$ cat src/rtl/pressure_adc_sampler.sv
`default_nettype none
// ============================================================================
// Module   : pressure_adc_sampler
// Purpose  : Reads a 12-bit SPI ADC (16-clock frame: 4 leading zeros, then
//            12 data bits MSB first) on a fixed sample period. Presents a
//            left-justified 16-bit pressure word with a one-cycle valid strobe.
// Options  : PRESSURE_SAMPLER_AVG_EN - when defined, samples are box-car
//            averaged over 2**AVG_LOG2 conversions before being presented.
//            When undefined, every conversion is presented directly.
// Revision : 1.0 - initial release
// ============================================================================
module pressure_adc_sampler #(
  parameter int CLK_DIV       = 5,
  parameter int SAMPLE_PERIOD = 100000,
  parameter int AVG_LOG2      = 3
) (
  input  logic        CLK,
  input  logic        RESET,
  input  logic        ADC_SDATA,
  output logic        ADC_CS_N,
  output logic        ADC_SCLK,
  output logic [11:0] ADC_RAW,
  output logic [15:0] Pressure_value,
  output logic        SAMPLE_VALID
);

  localparam int c_TMR_W = $clog2(SAMPLE_PERIOD);
  localparam int c_DIV_W = $clog2(CLK_DIV + 1);

  localparam logic [c_TMR_W-1:0] c_TMR_LAST = c_TMR_W'(SAMPLE_PERIOD - 1);
  localparam logic [c_DIV_W-1:0] c_DIV_LAST = c_DIV_W'(CLK_DIV - 1);

  localparam logic [1:0] c_S_IDLE  = 2'd0;
  localparam logic [1:0] c_S_SETUP = 2'd1;
  localparam logic [1:0] c_S_SHIFT = 2'd2;
  localparam logic [1:0] c_S_DONE  = 2'd3;

  logic [c_TMR_W-1:0] r_timer;
  logic               w_tick;
  logic [1:0]         r_state;
  logic [c_DIV_W-1:0] r_div;
  logic               w_half_end;
  logic [3:0]         r_bit;
  logic [15:0]        r_shift;
  logic               r_cs_n;
  logic               r_sclk;
  logic [11:0]        r_raw;
  logic [15:0]        r_pressure;
  logic               r_valid;
  logic               w_unused;

  // The four leading frame bits carry no data and are dropped on the floor.
  assign w_unused   = ^r_shift[15:12];

  assign w_tick     = (r_timer == c_TMR_LAST);
  assign w_half_end = (r_div == c_DIV_LAST);

  // Free-running sample timer; its wrap cycle is the conversion start tick.
  always_ff @(posedge CLK or posedge RESET) begin
    if (RESET) begin
      r_timer <= '0;
    end else if (w_tick) begin
      r_timer <= '0;
    end else begin
      r_timer <= r_timer + c_TMR_W'(1);
    end
  end

  // Frame sequencer: chip select, SCLK generation and MSB-first shift-in.
  // A tick outside S_IDLE is simply ignored, so overlapping starts are dropped.
  always_ff @(posedge CLK or posedge RESET) begin
    if (RESET) begin
      r_state <= c_S_IDLE;
      r_div   <= '0;
      r_bit   <= '0;
      r_shift <= '0;
      r_cs_n  <= 1'b1;
      r_sclk  <= 1'b1;
    end else begin
      case (r_state)
        c_S_IDLE: begin
          r_div <= '0;
          r_bit <= '0;
          if (w_tick) begin
            r_cs_n  <= 1'b0;
            r_state <= c_S_SETUP;
          end
        end
        c_S_SETUP: begin
          if (w_half_end) begin
            r_div   <= '0;
            r_sclk  <= 1'b0;
            r_state <= c_S_SHIFT;
          end else begin
            r_div <= r_div + c_DIV_W'(1);
          end
        end
        c_S_SHIFT: begin
          if (w_half_end) begin
            r_div <= '0;
            if (!r_sclk) begin
              // Rising SCLK edge: capture the bit the ADC set up on the fall.
              r_sclk  <= 1'b1;
              r_shift <= {r_shift[14:0], ADC_SDATA};
            end else if (r_bit == 4'd15) begin
              // SCLK is left high so it idles high after the frame.
              r_cs_n  <= 1'b1;
              r_state <= c_S_DONE;
            end else begin
              r_sclk <= 1'b0;
              r_bit  <= r_bit + 4'd1;
            end
          end else begin
            r_div <= r_div + c_DIV_W'(1);
          end
        end
        c_S_DONE: begin
          r_state <= c_S_IDLE;
        end
        default: begin
          r_state <= c_S_IDLE;
        end
      endcase
    end
  end

`ifdef PRESSURE_SAMPLER_AVG_EN
  localparam int         c_ACC_W    = 12 + AVG_LOG2;
  localparam logic [3:0] c_CNT_LAST = 4'((1 << AVG_LOG2) - 1);

  logic [c_ACC_W-1:0] r_acc;
  logic [3:0]         r_cnt;
  logic [c_ACC_W-1:0] w_sum;
  logic [11:0]        w_avg;
  logic               w_window_end;

  // The accumulator is wide enough for a full window of 12'hFFF samples.
  assign w_sum        = r_acc + c_ACC_W'(r_shift[11:0]);
  assign w_avg        = w_sum[c_ACC_W-1:AVG_LOG2];
  assign w_window_end = (r_cnt == c_CNT_LAST);

  // Window accumulator and sample counter, advanced once per finished frame.
  always_ff @(posedge CLK or posedge RESET) begin
    if (RESET) begin
      r_acc <= '0;
      r_cnt <= '0;
    end else if (r_state == c_S_DONE) begin
      if (w_window_end) begin
        r_acc <= '0;
        r_cnt <= '0;
      end else begin
        r_acc <= w_sum;
        r_cnt <= r_cnt + 4'd1;
      end
    end
  end
`endif

  // Output registers: raw sample every frame, pressure word plus strobe per window.
  always_ff @(posedge CLK or posedge RESET) begin
    if (RESET) begin
      r_raw      <= '0;
      r_pressure <= '0;
      r_valid    <= 1'b0;
    end else begin
      r_valid <= 1'b0;
      if (r_state == c_S_DONE) begin
        r_raw <= r_shift[11:0];
`ifdef PRESSURE_SAMPLER_AVG_EN
        if (w_window_end) begin
          r_pressure <= {w_avg, 4'b0000};
          r_valid    <= 1'b1;
        end
`else
        r_pressure <= {r_shift[11:0], 4'b0000};
        r_valid    <= 1'b1;
`endif
      end
    end
  end

  assign ADC_CS_N       = r_cs_n;
  assign ADC_SCLK       = r_sclk;
  assign ADC_RAW        = r_raw;
  assign Pressure_value = r_pressure;
  assign SAMPLE_VALID   = r_valid;

endmodule
`default_nettype wire
$ cat config.mk
export PLATFORM = sky130hd
export DESIGN_NAME = pressure_adc_sampler
export DESIGN_NICKNAME = d
export VERILOG_FILES = /design/src/rtl/pressure_adc_sampler.sv
export SDC_FILE = /design/constraint.sdc
export NUM_CORES = 1
export LEC_CHECK = 0
export CAP_MARGIN = 20
export CELL_PAD_IN_SITES_DETAIL_PLACEMENT = 1
export CELL_PAD_IN_SITES_GLOBAL_PLACEMENT = 2
export CORE_ASPECT_RATIO = 0.8
export CORE_MARGIN = 10
export CORE_UTILIZATION = 39
export DETAILED_ROUTE_END_ITERATION = 7
export PLACE_DENSITY = 0.95
export SYNTH_ARGS = -nofsm -noshare
export SYNTH_HDL_FRONTEND = slang
export SYNTH_SLANG_ARGS = --single-unit
$ cat constraint.sdc
create_clock -name CLK -period 3.2 [get_ports CLK]
set_input_delay 0.48 -clock CLK [delete_from_list [all_inputs] [get_ports CLK]]
set_output_delay 0.48 -clock CLK [all_outputs]
set_load 0.005 [all_outputs]
Word-level counts from Yosys, hierarchy flattened --
Index checks and enable logic that the tools add are counted.
Word-level totals: register bits 53, latch bits 0, memory bits (writable) 0, ROM bits 0, input bits 3, output and inout bits 31, logic and storage cells 59, memories kept 0
Cells by class: add/subtract/negate cells 3, $mul 0, divide/modulo/power cells 0, magnitude comparators 0, eq/ne operators 12, shift-type cells 0, multiplexer cells 24, bitwise operators 1, reduce and logical (&&, ||, !) cells 10
Operators by type and width (number):
- adder 17 x 1 -> 17 bit (second input constant) | 1
- == test 17 bit (second input constant) | 1
- 2-to-1 mux 17 bit | 1
- 2-to-1 mux 4 bit | 3
- inequality test 2 bit (second input constant) | 6
- 2-to-1 mux 2 bit | 5
- AND reduction 5 bit | 2
- 2-to-1 mux 1 bit | 9
- one-hot mux 2 bit (4 select lines) | 1
- one-hot mux 4 bit (2 select lines) | 1
- one-hot mux 3 bit (2 select lines) | 1
- AND reduction 3 bit | 2
- nonzero test 2 bit | 3
- adder 4 x 1 -> 4 bit (second input constant) | 1
- == test 2 bit (second input constant) | 2
- == test 4 bit (second input constant) | 1
- one-hot mux 1 bit (2 select lines) | 2
- AND reduction 4 bit | 1
- adder 3 x 1 -> 3 bit (second input constant) | 1
- == test 3 bit (second input constant) | 1
- 2-to-1 mux 3 bit | 1
- == test 2 x 1 -> 1 bit (second input constant) | 1
- logical NOT 2 bit | 1
- OR reduction 2 bit | 1
- NOT 1 bit | 1

Depth between registers and ports, before layout --
Gate-level depths: netlist (run 1).
depth after elaboration 5, depth in mapped cells 7, depth with buffers taken out 7

Worst setup path before layout (run 1) --
Ideal clock, no wire load.
path kind flip-flop to flip-flop, start point register r_timer[0], end point register r_state[1], setup time 128 ps, arrival time 1885 ps, data required time 3072 ps, slack 1187 ps, stages on the path, launching flop included 7, buffers on the path 0, clock period less this slack 2013 ps, path through dfrtp_1 > ha_1 > nand2_1 > or4_4 > or2_4 > a21oi_2 > mux2_1
On the way: longest elaborated chain between the ends 3
RTL lines:
- start: declaration | RTL line 38 | logic [c_TMR_W-1:0] r_timer;
- start signal: assignment | RTL line 65 | r_timer <= r_timer + c_TMR_W'(1);
- == test 17 bit | RTL line 55 | assign w_tick = (r_timer == c_TMR_LAST);
- inequality test 2 bit (no source line)
- AND reduction 5 bit (no source line)
- end signal: assignment | RTL line 73 | r_state <= c_S_IDLE;
- end signal: assignment | RTL line 86 | r_state <= c_S_SETUP;
- end signal: assignment | RTL line 93 | r_state <= c_S_SHIFT;
- end: declaration | RTL line 40 | logic [1:0] r_state;
No other way between the ends. A chain may end at the register's enable or synchronous reset.

Worst setup path in the final report (run 1) --
Ends and elaborated chain as after synthesis.

==> impl_metrics.py, run 1 <==
metrics = {
    "grt": {
        "number_of_global_route_vias_before_repair": 1587,
        "grt_overflow": 0,
        "grt_first_pass_wirelength_mm": 8.23,
        "grt_max_degree": 32,
        "gr-usage-all-layers": 0.103,
        "antenna_found_initial": 0,
    },
    "drt": {
        "finalWirelength_mm": 4.85,
        "first_iter_violations": 72,
        "via_count": 1542,
        "wl_met1_mm": 2.32,
        "met2WireLength_mm": 2.20,
        "route.detailed.wl_per_inst_um": 15.4,
        "drcViolationCount": 0,
        "met3RoutedLength_um": 249,
        "postRouteAntennaNets": 0,
        "detailedRoute.firstPassIterationCount": 4,
        "routed.top_layer": "met4",
        "viasPerCell": 4.91,
    },
    "power": {
        "finalPower_mw": 1.09,
        "total_power_density_per_cell_area_nw_per_um2": 382,
        "leakagePower_nw": 1.29,
        "worst_ir_drop_vdd_mv": 0.186,
    },
    "worst_setup_path": {
        "crit_fanout": 6,
        "crit_path_end_kind": "flop",
        "timing.critical_path.from": "r_timer[0]",
        "timing.critical_path.arrival_ns": 2.36,
        "critical_path_required_ns": 3.40,
        "crit_path_start_kind": "flop",
        "timing.setup.critical_path_class": "reg -> reg",
        "reg2reg_setup_slack_ns": 1.04,
        "r2r_start": "r_timer[0]",
    },
    "timing": {
        "max_clock_freq_mhz": 463,
        "final_clock_period_utilization_by_the_worst_path": 0.675,
        "final.setup_skew_ns": 0.00978,
        "grt_setup_unrepaired": "false",
        "timing_hold_violations_final": 0,
        "final.min_clock_period_ns": 2.16,
        "finalSetupTns_ns": 0,
        "timing_max_transition_violations_final": 0,
        "tightest_slew_ns": 0.651,
        "max-slew-margin-rel": 0.566,
        "finalSetupViolations": 0,
    },
    "synth": {
        "synth_top_flop_cell": "dfrtp_1",
        "post_synth_num_cell_types": 35,
        "synth_edf_count": 0,
        "post_synth_xor_area_fraction": 0.0497,
        "synth-compound-area-share": 0.0310,
        "post_synthesis_area_per_instance_um2": 11.7,
        "synth.area.mux_share": 0.126,
        "post_synth_and_or_nand_nor_area_fraction": 0.138,
        "syn-instance-count": 210,
        "synth-seq-area-share": 0.539,
        "synth_fa_ha_area_frac": 0.0508,
        "async_flop_share": 1.00,
        "yosysWarningCount": 0,
        "largest_family_of_logic_cells_by_synthesized_area": "simple AND/OR/NAND/NOR gates",
        "netlist_area_um2": 2460,
        "synth_seq_cells": 53,
    },
    "worst_hold_path": {
        "timing.hold.worst.class": "reg -> reg",
        "min-delay-start": "r_timer[4]",
    },
    "cells_and_area": {
        "layout_common_cells": "51 x dfrtp_1, 29 x clkdlybuf4s50_1, 24 x mux2_2",
        "drive_gt1_frac": 0.180,
        "area.sequential_um2": 1330,
        "multi_input_comb_area_um2": 990,
        "syn_to_final_growth_pct": 15.4,
        "filler_cell_count": 654,
        "layout.nets": 245,
        "utilization": 0.474,
        "antenna-diode-count": 0,
        "mostFrequentLayoutCell": "dfrtp_1",
    },
    "place": {
        "placement.io_buffers": 29,
        "place_hpwl_mm": 3.65,
        "place.gp.congestion": 0.827,
    },
    "clock_tree": {
        "insertion_delay_ns": 0.32,
        "postCtsSetupRepairBufs": 0,
        "clk_path_buf_depth": 2,
        "cts_htree_levels": 2,
        "numCtsBuffers": 5,
        "resized_after_cts": 0,
        "root_buffer": "clkbuf_8",
        "cts_num_sinks": 53,
        "cts.clk_slew.worst_paths_ns": 0.10,
        "cts_hold_buffers": 0,
        "cts_tree": "built",
    },
    "floorplanning": {
        "dieWidth_um": 109,
        "start_util": 0.410,
        "coreArea_um2": 6010,
        "floorplan.die_area_um2": 9920,
        "rows": 25,
        "design.portCount": 34,
        "chipHeight_um": 91.1,
    },
    "job": {
        "number_of_violations_of_the_max_capacitance_limit": 0,
    },
    "run_status": {
        "run_status": "complete, no violations",
    },
}
==> cell type report <==
class,count,area share
multi-input combinational,134,0.348
clock inverter,3,0.00880
sequential,53,0.467
tap,81,0.0356
timing repair buffer,31,0.107
clock buffer,5,0.0242
inverter,7,0.00923
==> kinds of logic after synthesis <==
family | count (synthesis)
AOI/OAI and AO/OA | 13
xor gates and xnor gates | 14
adders and majority gates | 10
buffers and inverters | 26
DFF | 53
muxes | 28
other | 1
and+or+nand+nor | 65
==> cell usage after synthesis, drive strengths merged (2+ instances only) <==
library cell   n  area share
nand3         14       0.028
ha            10       0.051
nand3b         2      0.0061
nand2         19       0.029
a21oi          3      0.0076
o21ai          8       0.016
mux2          25        0.11
mux2i          3       0.012
nand4          2      0.0051
and4           2      0.0071
nor3           3      0.0061
dfrtp         51        0.52
inv            7       0.011
xnor2          5       0.018
and3           3      0.0076
dfstp          2       0.021
buf           18       0.052
xor2           9       0.032
nor3b          3       0.011
nor2          11       0.018
nand2b         2      0.0051
==> flip-flops by register name (all words and copies together), names as in the netlist, 2 cells and up <==
register	flops
r_div	3
r_shift	12
Pressure_value	12
r_state	2
r_bit	4
r_timer	17
==> metal layers <==
metal,global-route usage,vias up
li1,-,741
met1,0.137,765
met2,0.153,28
met3,0.0275,8
met4,0.0428,0
met5,0,-
==> where the power goes <==
group	switching, mW	internal (mW)	total, mW	leakage, nW
Clock	0.238	0.158	0.396	0.0447
Combinational	0.0150	0.00431	0.0193	0.528
Sequential	0.000567	0.670	0.671	0.717
==> worst max-delay path, stage by stage (launching register included) <==
cell and delay, ns:
dfrtp_1 0.43, ha_1 0.25, nand2_1 0.09, or4_4 0.49, or2_4 0.27, a21oi_2 0.17
mux2_1 0.34
==> final timing paths <==
kind | end | cells after the start
worst min register to register | r_timer[4] | 1
worst max register to register | r_state[1] | 6
min in group asynchronous | r_shift[3] | 2
worst max-delay path | r_state[1] | 6
max in group asynchronous | Pressure_value[6] | 3
worst min-delay path | r_timer[4] | 1
==> per-stage QoR <==
step                      std cells  hold slack [ns]  worst slack, ns  cell area [µm²]
after detailed placement        306            0.470             1.05             2750
after CTS                       314            0.490             1.03             2850
after global routing            314            0.518            0.890             2850
after floorplan                 213            0.438             1.19             2480
final                           314            0.486             1.04             2850
after global placement          306            0.456             1.11             2750
No activity file was read; power rests on OpenSTA's default activity.
==> run 2: changes to the inputs <==
Settings changed: CORE_UTILIZATION 39 to 36, PLACE_DENSITY 0.95 to 0.9.
Clock period 3.2 ns to 2 ns, I/O delays scaled along.
==> run 2 against run 1 <==
Net effect: via count up 2.5%; largest cell class unchanged; non-clock buffer count rose by 10; combinational power is 75% higher; core utilization shrank 2.0 points; clock power up 62%; fmax grew 13%; critical path depth stayed put; first-iteration DRC count decreased by 58%; sequential share of layout area shrank 1.7 points; highest routed layer unchanged; global-route usage decreased by 0.45 points; count of clock-buffer cells in the layout is the same; power up 61%.
==> impl_metrics.py, run 2 (same netlist as run 1, synthesis figures left out) <==
metrics = {
    "worst_setup_path": {
        "timing.critical_path.arrival_ns": 2.12,
        "critical_path.reg2reg.endpoint": "r_state[1]",
        "r2r_start": "r_timer[0]",
        "reg2reg_setup_slack_ns": 0.09,
        "crit_fanout": 2,
        "timing.setup.critical_path_class": "reg -> reg",
        "reg2regPathDepth": 6,
        "crit_path_end_kind": "flop",
        "crit_path_start_kind": "flop",
        "critical_path_required_ns": 2.20,
    },
    "timing": {
        "grt_setup_unrepaired": "false",
        "final.min_clock_period_ns": 1.91,
        "final.setup_skew_ns": 0.0126,
        "timing_hold_violations_final": 0,
        "final_clock_period_utilization_by_the_worst_path": 0.957,
        "timing_max_transition_violations_final": 0,
        "finalSetupTns_ns": 0,
        "finalSetupViolations": 0,
        "postLayoutSetupSlackWorst_ns": 0.0852,
        "max_clock_freq_mhz": 522,
    },
    "drt": {
        "viasPerCell": 4.83,
        "detailedRoute.firstPassIterationCount": 4,
        "drcViolationCount": 0,
        "via_count": 1581,
        "first_iter_violations": 30,
        "postRouteAntennaNets": 0,
        "route.detailed.wl_per_inst_um": 15.4,
        "finalWirelength_mm": 5.04,
    },
    "grt": {
        "gr-usage-all-layers": 0.0986,
        "grt_overflow": 0,
        "grt_first_pass_wirelength_mm": 8.70,
        "grt_max_degree": 24,
        "antenna_found_initial": 0,
        "number_of_global_route_vias_before_repair": 1745,
    },
    "place": {
        "place_hpwl_mm": 3.83,
        "place.gp.congestion": 0.775,
        "placed_area_um2": 2830,
        "placement.io_buffers": 29,
        "dp_slack_ns": 0.0702,
    },
    "cells_and_area": {
        "mostFrequentLayoutCell": "dfrtp_1",
        "antenna-diode-count": 0,
        "syn_to_final_growth_pct": 19.8,
        "layout.nets": 255,
        "registers.top_by_ff_count": "r_timer",
        "utilization": 0.454,
        "layout_common_cells": "51 x dfrtp_1, 29 x clkdlybuf4s50_1, 24 x mux2_2",
        "drive_gt1_frac": 0.226,
        "final_area_um2": 2950,
        "largest_register_ffs": 17,
    },
    "power": {
        "worst_ir_drop_vdd_mv": 0.254,
        "clock_power_share": 0.366,
        "switching_share": 0.236,
        "leakagePower_nw": 1.34,
        "internal_power_mw": 1.33,
        "p_seq_frac": 0.614,
        "total_power_density_per_cell_area_nw_per_um2": 591,
        "power_switching_uw": 412,
        "comb_power_share": 0.019,
    },
    "clock_tree": {
        "root_buffer": "clkbuf_8",
        "insertion_delay_ns": 0.32,
        "cts.clk_slew.worst_paths_ns": 0.10,
        "cts_htree_levels": 2,
        "cts_hold_buffers": 0,
        "numCtsBuffers": 5,
        "cts_num_sinks": 53,
        "clk_path_buf_depth": 2,
        "cts_tree": "built",
    },
    "floorplanning": {
        "start_util": 0.379,
        "dieWidth_um": 113,
        "rows": 26,
        "chipHeight_um": 94.0,
        "coreArea_um2": 6510,
        "floorplan.die_area_um2": 10600,
        "design.portCount": 34,
    },
    "worst_hold_path": {
        "timing.hold.worst.class": "in -> async",
    },
    "run_status": {
        "run_status": "complete, no violations",
    },
    "job": {
        "number_of_violations_of_the_max_capacitance_limit": 0,
    },
}
run 2: worst max-delay path: stages (launching register included):
cell and delay [ns]:
dfrtp_1 0.37, ha_2 0.19, nand2_2 0.06, or4_4 0.42
or2_4 0.28, a21oi_4 0.16, mux2_4 0.31
run 2: per-stage QoR:
step           instances  hold slack, ns  total power, mW
2_1_floorplan        213           0.438             1.12
3_3_place_gp         317           0.458             1.13
3_5_place_dp         317           0.480             1.13
4_1_cts              325           0.328             1.77
5_1_grt              327           0.363             1.83
6_report             327           0.307             1.75
run 2: layout make-up:
cell class / instances / area [µm²]
fill: 707 / 3550
sequential: 53 / 1330
timing repair buffer: 41 / 393
tap: 84 / 105
clock buffer: 5 / 68.8
clock inverter: 3 / 25.0
multi-input combinational: 134 / 1010
inverter: 7 / 26.3
run 2: how the worst max path moves through the flow:
stage,start,depth (start not counted),slack (ns),to
after CTS,r_timer[1],6,0.03,r_state[1]
after floorplan,r_timer[0],6,0.01,r_state[1]
after global routing,r_timer[0],6,0.03,r_state[1]
after detailed placement,r_timer[1],6,0.07,r_state[1]
after global placement,r_timer[1],6,0.11,r_state[1]
final,r_timer[0],6,0.09,r_state[1]
run 2: timing repair:
action | 4_1_cts | 5_1_grt
buffers inserted | 0 | 2
gates resized for setup | 0 | 3
setup endpoints to repair | 0 | 1
run 2: per-layer routing:
metal / share of wire / track usage / up-vias
met5: 0 / 0 / -
met2: 0.48 / 0.161 / 25
li1: - / - / 754
met4: 0.015 / 0.0411 / 0
met1: 0.46 / 0.119 / 795
met3: 0.047 / 0.0294 / 7
run 2: power by group through the flow:
| stage | Combinational (mW) | Sequential [mW] | Clock, mW |
|---|---|---|---|
| 2_1_floorplan | 0.0239 | 1.09 | 0 |
| 3_3_place_gp | 0.0350 | 1.09 | 0 |
| 3_5_place_dp | 0.0358 | 1.09 | 0 |
| 4_1_cts | 0.0358 | 1.07 | 0.658 |
| 5_1_grt | 0.0399 | 1.07 | 0.712 |
| 6_report | 0.0338 | 1.07 | 0.640 |
